**config.mk**
```make
export PLATFORM = sky130hd
export DESIGN_NAME = usb_tx_sequencer
export DESIGN_NICKNAME = d
export VERILOG_FILES = /design/src/rtl/usb_tx_sequencer.sv
export SDC_FILE = /design/constraint.sdc
export NUM_CORES = 1
export LEC_CHECK = 0
export CAP_MARGIN = 0
export CORE_ASPECT_RATIO = 1.75
export CORE_UTILIZATION = 30
export CTS_CLUSTER_SIZE = 28
export DETAILED_ROUTE_END_ITERATION = 8
export HOLD_SLACK_MARGIN = 0.15
export PLACE_DENSITY_LB_ADDON = 0.08
export SLEW_MARGIN = 20
export SYNTH_ARGS = -nofsm -noshare
export SYNTH_HDL_FRONTEND = slang
export SYNTH_SLANG_ARGS = --single-unit
```
**constraint.sdc**
```tcl
create_clock -name clk -period 4.54 [get_ports clk]
set_clock_uncertainty 0.1 [all_clocks]
set_input_delay 0.908 -clock clk [delete_from_list [all_inputs] [get_ports clk]]
set_output_delay 0.908 -clock clk [all_outputs]
set_load 0.005 [all_outputs]
```
**src/rtl/usb_tx_sequencer.sv**
```systemverilog
// IN-transaction transmit sequencer: token accept, NAK/DATA1 decision, SYNC/PID/payload/EOP byte feed.
// Optional CRC16 trailer on DATA1 packets when the CRC16_EN macro is defined.
`timescale 1ns/1ps
module usb_tx_sequencer #(
    parameter logic [6:0] DEV_ADDR       = 7'h4C,
    parameter int          PKT_BYTES      = 64,
    parameter int          TURNAROUND_CYC = 16
) (
    input  logic       clk,
    input  logic       rst,
    input  logic       rx_token_valid,
    input  logic [7:0] rx_pid,
    input  logic [6:0] rx_addr,
    input  logic       rx_error,
    input  logic       fifo_ready,
`ifdef CRC16_EN
    input  logic [7:0] fifo_head_byte,
`endif
    output logic       fifo_r_enable,
    output logic       tx_sel,
    output logic [7:0] tx_fsm_byte,
    output logic       tx_start,
    input  logic       tx_byte_req,
    output logic       tx_eop,
    input  logic       tx_done,
    output logic       is_txing
);

    localparam logic [3:0] ST_IDLE      = 4'd0;
    localparam logic [3:0] ST_TURN      = 4'd1;
    localparam logic [3:0] ST_SYNC      = 4'd2;
    localparam logic [3:0] ST_PID       = 4'd3;
    localparam logic [3:0] ST_DATA      = 4'd4;
`ifdef CRC16_EN
    localparam logic [3:0] ST_CRC_LO    = 4'd5;
    localparam logic [3:0] ST_CRC_HI    = 4'd6;
`endif
    localparam logic [3:0] ST_EOP       = 4'd7;
    localparam logic [3:0] ST_WAIT_DONE = 4'd8;

    localparam logic [7:0]  PID_IN    = 8'h69;
    localparam logic [7:0]  PID_DATA1 = 8'h4B;
    localparam logic [7:0]  PID_NAK   = 8'h5A;
    localparam logic [7:0]  SYNC_BYTE = 8'h80;
    localparam logic [15:0] TURN_LAST = 16'(TURNAROUND_CYC - 1);
    localparam logic [7:0]  BYTE_LAST = 8'(PKT_BYTES - 1);

    logic [3:0]  state_q, state_d;
    logic [15:0] turn_cnt_q, turn_cnt_d;
    logic [7:0]  byte_cnt_q, byte_cnt_d;
    logic        data1_q, data1_d;
    logic        pop_q, pop_d;
    logic        accept;

`ifdef CRC16_EN
    logic [15:0] crc_q, crc_d;

    // Reflected form of x^16+x^15+x^2+1, data consumed LSB first.
    function automatic logic [15:0] crc16_byte(input logic [15:0] c_in, input logic [7:0] d);
        logic [15:0] c;
        logic        fb;
        c = c_in;
        for (int i = 0; i < 8; i++) begin
            fb = c[0] ^ d[i];
            c  = {1'b0, c[15:1]} ^ (fb ? 16'hA001 : 16'h0000);
        end
        return c;
    endfunction
`endif

    assign accept = rx_token_valid && !rx_error && (rx_addr == DEV_ADDR);

    always_comb begin
        state_d    = state_q;
        turn_cnt_d = turn_cnt_q;
        byte_cnt_d = byte_cnt_q;
        data1_d    = data1_q;
        pop_d      = 1'b0;
`ifdef CRC16_EN
        crc_d      = crc_q;
`endif
        case (state_q)
            ST_IDLE: begin
                if (accept) begin
                    state_d    = ST_TURN;
                    turn_cnt_d = 16'd0;
                    data1_d    = (rx_pid == PID_IN) && fifo_ready;
                end
            end
            ST_TURN: begin
                if (turn_cnt_q == TURN_LAST) begin
                    state_d = ST_SYNC;
                end else begin
                    turn_cnt_d = turn_cnt_q + 16'd1;
                end
            end
            ST_SYNC: begin
                if (tx_byte_req) state_d = ST_PID;
            end
            ST_PID: begin
                if (tx_byte_req) begin
                    if (data1_q) begin
                        state_d    = ST_DATA;
                        byte_cnt_d = 8'd0;
`ifdef CRC16_EN
                        crc_d      = 16'hFFFF;
`endif
                    end else begin
                        state_d = ST_EOP;
                    end
                end
            end
            ST_DATA: begin
                // The request acknowledges the FIFO head byte; pop it on the following cycle.
                if (tx_byte_req) begin
                    pop_d      = 1'b1;
                    byte_cnt_d = byte_cnt_q + 8'd1;
`ifdef CRC16_EN
                    crc_d      = crc16_byte(crc_q, fifo_head_byte);
                    if (byte_cnt_q == BYTE_LAST) state_d = ST_CRC_LO;
`else
                    if (byte_cnt_q == BYTE_LAST) state_d = ST_EOP;
`endif
                end
            end
`ifdef CRC16_EN
            ST_CRC_LO: begin
                if (tx_byte_req) state_d = ST_CRC_HI;
            end
            ST_CRC_HI: begin
                if (tx_byte_req) state_d = ST_EOP;
            end
`endif
            ST_EOP: begin
                state_d = ST_WAIT_DONE;
            end
            ST_WAIT_DONE: begin
                if (tx_done) state_d = ST_IDLE;
            end
            default: begin
                state_d = ST_IDLE;
            end
        endcase
    end

    always_ff @(posedge clk or posedge rst) begin
        if (rst) begin
            state_q    <= ST_IDLE;
            turn_cnt_q <= 16'd0;
            byte_cnt_q <= 8'd0;
            data1_q    <= 1'b0;
            pop_q      <= 1'b0;
`ifdef CRC16_EN
            crc_q      <= 16'hFFFF;
`endif
        end else begin
            state_q    <= state_d;
            turn_cnt_q <= turn_cnt_d;
            byte_cnt_q <= byte_cnt_d;
            data1_q    <= data1_d;
            pop_q      <= pop_d;
`ifdef CRC16_EN
            crc_q      <= crc_d;
`endif
        end
    end

    // Outputs decode registered state only, so an async reset clears them in the same cycle.
    always_comb begin
        tx_start      = (state_q == ST_TURN) && (turn_cnt_q == TURN_LAST);
        is_txing      = tx_start || ((state_q != ST_IDLE) && (state_q != ST_TURN));
        tx_eop        = (state_q == ST_EOP);
        tx_sel        = (state_q != ST_DATA);
        fifo_r_enable = pop_q;
        case (state_q)
            ST_PID:    tx_fsm_byte = data1_q ? PID_DATA1 : PID_NAK;
`ifdef CRC16_EN
            ST_CRC_LO: tx_fsm_byte = ~crc_q[7:0];
            ST_CRC_HI: tx_fsm_byte = ~crc_q[15:8];
`endif
            default:   tx_fsm_byte = SYNC_BYTE;
        endcase
    end

endmodule

```
* Yosys cells after proc, flatten, opt, wreduce, memory -nomap -nowiden
Index checks and enable logic that the tools add are counted.
** Word-level totals
- Flip-flop bits (word level) :: 30
- Latch bits :: 0
- RAM bits :: 0
- Bits in read-only memories :: 0
- Memories :: 0
** Operators by class
- Add/sub/neg operators :: 2
- Multiply operators :: 0
- Div/mod/pow operators :: 0
- Magnitude comparators :: 0
- Equality and inequality tests :: 21
- Shift operators :: 0
- Mux-type cells :: 20
- Bitwise logic cells :: 0
- Reduce and logical (&&, ||, !) cells :: 15
** Operator list (count)
- 16-bit 2-to-1 mux :: 2
- 8-bit 2-to-1 mux :: 4
- 16-bit one-hot mux with 2 select lines :: 1
- 4-bit 2-to-1 mux :: 7
- 4-bit one-hot mux with 7 select lines :: 1
- 2-bit != test, second input constant :: 9
- 16-bit by 1-bit adder with 16-bit output, second input constant :: 1
- 16-bit by 4-bit == test with 1-bit output, second input constant :: 1
- 8-bit one-hot mux with 2 select lines :: 1
- 8-bit by 1-bit adder with 8-bit output, second input constant :: 1
- 4-bit by 2-bit == test with 1-bit output, second input constant :: 2
- 4-bit by 3-bit == test with 1-bit output, second input constant :: 2
- 8-bit by 6-bit == test with 1-bit output, second input constant :: 1
- 8-bit by 7-bit == test with 1-bit output, second input constant :: 1
- 7-bit == test, second input constant :: 1
- 7-bit AND reduction :: 1
- 1-bit logical AND :: 5
- 5-bit 2-to-1 mux :: 1
- 4-bit by 1-bit == test with 1-bit output, second input constant :: 1
- 4-bit == test, second input constant :: 1
- 4-bit zero test :: 1
- 4-bit by 1-bit != test with 1-bit output, second input constant :: 1
- 4-bit by 3-bit != test with 1-bit output, second input constant :: 1
- 4-bit AND reduction :: 1
- 8 further kinds :: 10

* Depth between registers and ports, before layout
- Depth in word-level cells :: 5
- Mapped depth :: 7
- Depth with buffers taken out :: 6

* Worst setup path after synthesis
Ideal clock, no wire load.
- Path kind :: register -> output
- Start :: reg turn_cnt_q[0]
- End :: out tx_start
- Arrival :: 1415 ps
- Setup slack :: 2117 ps
- Cell stages (with the launch flop) :: 5
- Buffers on the path :: 0
- Cell sequence :: dfrtp_1 ha_1 nand3_2 or4_4 nor3_1
** Between the ends
- Cells in the longest elaborated chain, start to end :: 2
** RTL lines
- start: declaration :: RTL line 49 : logic [15:0] turn_cnt_q, turn_cnt_d;
- start signal: assignment :: RTL line 158 : turn_cnt_q <= turn_cnt_d;
- 16-bit by 4-bit == test with 1-bit output :: RTL line 170 : tx_start = (state_q == ST_TURN) && (turn_cnt_q == TURN_LAST);
- 1-bit logical AND :: RTL line 170
- end: declaration :: RTL line 22 : output logic tx_start,
No other way between the ends.

* Worst setup path after layout
Same ends and word-level chain as after synthesis.

==> flow_metrics.env <==
export IMPL_yosys_area_top_type_share_pct=42.05
export IMPL_grt_max_degree=20
export IMPL_num_io_pins=35
export IMPL_core_area_sq_mm=0.005630
export IMPL_fin_setup_tns_ns=0
export IMPL_synth_flop_cell="dfrtp_1"
export IMPL_path_max_fanout=5
export IMPL_p_per_area_mw_per_mm2=437.1
export IMPL_clk_pin_slew_ns=0.08
export IMPL_min_period_ns=3.415
export IMPL_clkSinkCount=30
export IMPL_die_width_um=60.32
export IMPL_dieArea_sq_mm=0.006276
export IMPL_max_slew_margin_rel_pct=51.96
export IMPL_ys_top_cells_by_area="dfrtp_1, o21ai_0, nand2_1"
export IMPL_p_leak_nw=0.8956
export IMPL_holdWs_ns=0.3835
export IMPL_drive_gt1_share_pct=8.547
export IMPL_ctsHtreeMaxLevel=2
export IMPL_via_count=1621
export IMPL_port_buffers=32
export IMPL_drc=0
export IMPL_place_congestion=0.7634
export IMPL_areaGrowthSynthToFinish_pct=25.02
export IMPL_worstSetupEndpointType="output pin"
export IMPL_worstPathCellList="ha_1 > nand3_2 > or4_4 > nor3_1 > clkdlybuf4s50_1"
export IMPL_status="complete, no violations"
export IMPL_synth_common_cells="dfrtp_1, o21ai_0, nand2_1, nor2_1, nand3_1"
export IMPL_wl_per_cell_um=14.65
export IMPL_grt_first_pass_wirelength_um=7797
export IMPL_start_util_pct=31.71
export IMPL_post_cts_setup_buffers=0
export IMPL_antenna_found_initial=0
export IMPL_final_cells=310
export IMPL_cp_start_kind="register"
export IMPL_detailed_place_hpwl_um=3382
export IMPL_final_util_pct=39.64
export IMPL_layout_setup_ws_ns=1.125
export IMPL_synth_seq_cells=30
export IMPL_p_total_mw=0.9756
export IMPL_fin_crit_sh_pct=75.21
export IMPL_first_pass_iters=4
export IMPL_hold_violations=0
export IMPL_diodes=0
export IMPL_rows=36
export IMPL_drv_slew=0
export IMPL_grt_usage_pct=16.34
export IMPL_synth_edff_count=0
export IMPL_cts_tree="done"
export IMPL_avgSynthCellArea_sq_um=8.795
export IMPL_finalWirelength_um=4542
export IMPL_cts_root_buf="clkbuf_8"
export IMPL_async_flop_share_pct=100.0
export IMPL_hp_class="reg2reg"
export IMPL_max_cap_viol_count=0
export IMPL_setup_viol_count_final=0
export IMPL_fmax_ghz=0.2929
export IMPL_grt_pass1_vias=1655
export IMPL_antenna_left=0
export IMPL_rsz0062_at_grt="no"
export IMPL_dpl_cell_area_sq_mm=0.002137
export IMPL_synth_cell_area_sq_mm=0.001785
export IMPL_grt_overflow=0
export IMPL_insertion_delay_ns=0.29
export IMPL_fillerInstances=580
export IMPL_critPathMaxStageDelay_ns=0.56
export IMPL_arrival_ns=2.41
export IMPL_yosysUniqueCellTypes=44
export IMPL_synth_area_leader_cell="dfrtp_1"
export IMPL_dpl_worst_slack_ns=1.389
export IMPL_hold_buffers=0
export IMPL_cts_made_buffers=5
export IMPL_yosysWarningCount=0
export IMPL_die_h_um=104.1
export IMPL_yosysSeqAreaShare_pct=42.05
export IMPL_postSynthCellCount=203
export IMPL_ir_drop_mv=0.2016
export IMPL_final_area_sq_mm=0.002232
export IMPL_cts_resized=0
export IMPL_crit_type="reg2out"
export IMPL_clk_path_buf_depth=2
export IMPL_fin_nets=257
export IMPL_placed_cells=302
export IMPL_crit_slowest_cell="clkdlybuf4s50_1"
export IMPL_cp_data_required_time_ns=3.53
export IMPL_drt_vias_per_instance=5.229
export IMPL_drt_iter0_markers=59
export IMPL_worst_slew_pin_slew_ns=0.7151
power breakdown:
part,internal [mW],switching [mW]
Combinational,0.139,0.213
Sequential,0.315,0.0759
Clock,0.122,0.110
Total,0.576,0.399
metal layers:
metal	share of wire (%)	vias up	track usage, %
li1	-	801	-
met1	41	781	17.90
met2	54	31	28.34
met3	2.4	8	2.861
met4	2.4	0	8.472
met5	0	-	0
worst max-delay path: cells and delay by family (launching register included):
kind	cells	cell delay [ns]
fa+ha+maj	1	0.22
buf+inv	1	0.56
flops	1	0.40
simple gates	3	0.94
cell usage in the layout, fill, tap and decap left out, types with 3 or more instances in the layout:
master,n
o31ai_1,9
and2_1,6
a21oi_1,4
dfrtp_1,30
a31oi_1,5
inv_1,5
o21ai_0,30
nand2_1,19
clkbuf_8,6
nand3_1,13
nand4_1,7
nor3_1,4
clkdlybuf4s50_1,32
nor2_1,19
and3_1,3
or3_1,3
area by class of cell:
class,count,area (sq um),share of cell area (%)
clock buffers,6,82.58,3.700
flip-flops and latches,30,750.7,33.63
inverters,5,18.77,0.8408
clock inverters,2,12.51,0.5605
repair buffers,33,327.8,14.69
multi-input cells,158,944.7,42.32
well taps,76,95.09,4.260
path summary, 6_finish.rpt:
check	startpoint	endpoint	slack (ns)	depth (start not counted)
worst max-delay path	turn_cnt_q[0]	tx_start	1.13	5
worst min-delay path	byte_cnt_q[7]	byte_cnt_q[7]	0.38	1
worst max register to register	turn_cnt_q[0]	turn_cnt_q[14]	2.39	6
worst min register to register	byte_cnt_q[7]	byte_cnt_q[7]	0.38	1
max in group asynchronous	rst	data1_q	2.87	3
min in group asynchronous	rst	turn_cnt_q[2]	0.82	2
sequential cells by signal, indices dropped and copies added, names as in the netlist:
signal         count
turn_cnt_q        16
fifo_r_enable      1
byte_cnt_q         8
data1_q            1
state_q            4
logic make-up after synthesis:
| family | after synthesis | synth area share, % |
|---|---|---|
| AOI/OAI and AO/OA | 60 | 21.72 |
| and+or+nand+nor | 93 | 28.73 |
| muxes | 1 | 0.6306 |
| adders and majority gates | 2 | 1.401 |
| buffers and inverters | 16 | 5.255 |
| DFF | 30 | 42.05 |
| other | 1 | 0.2100 |
No activity file was read; power rests on OpenSTA's default activity.
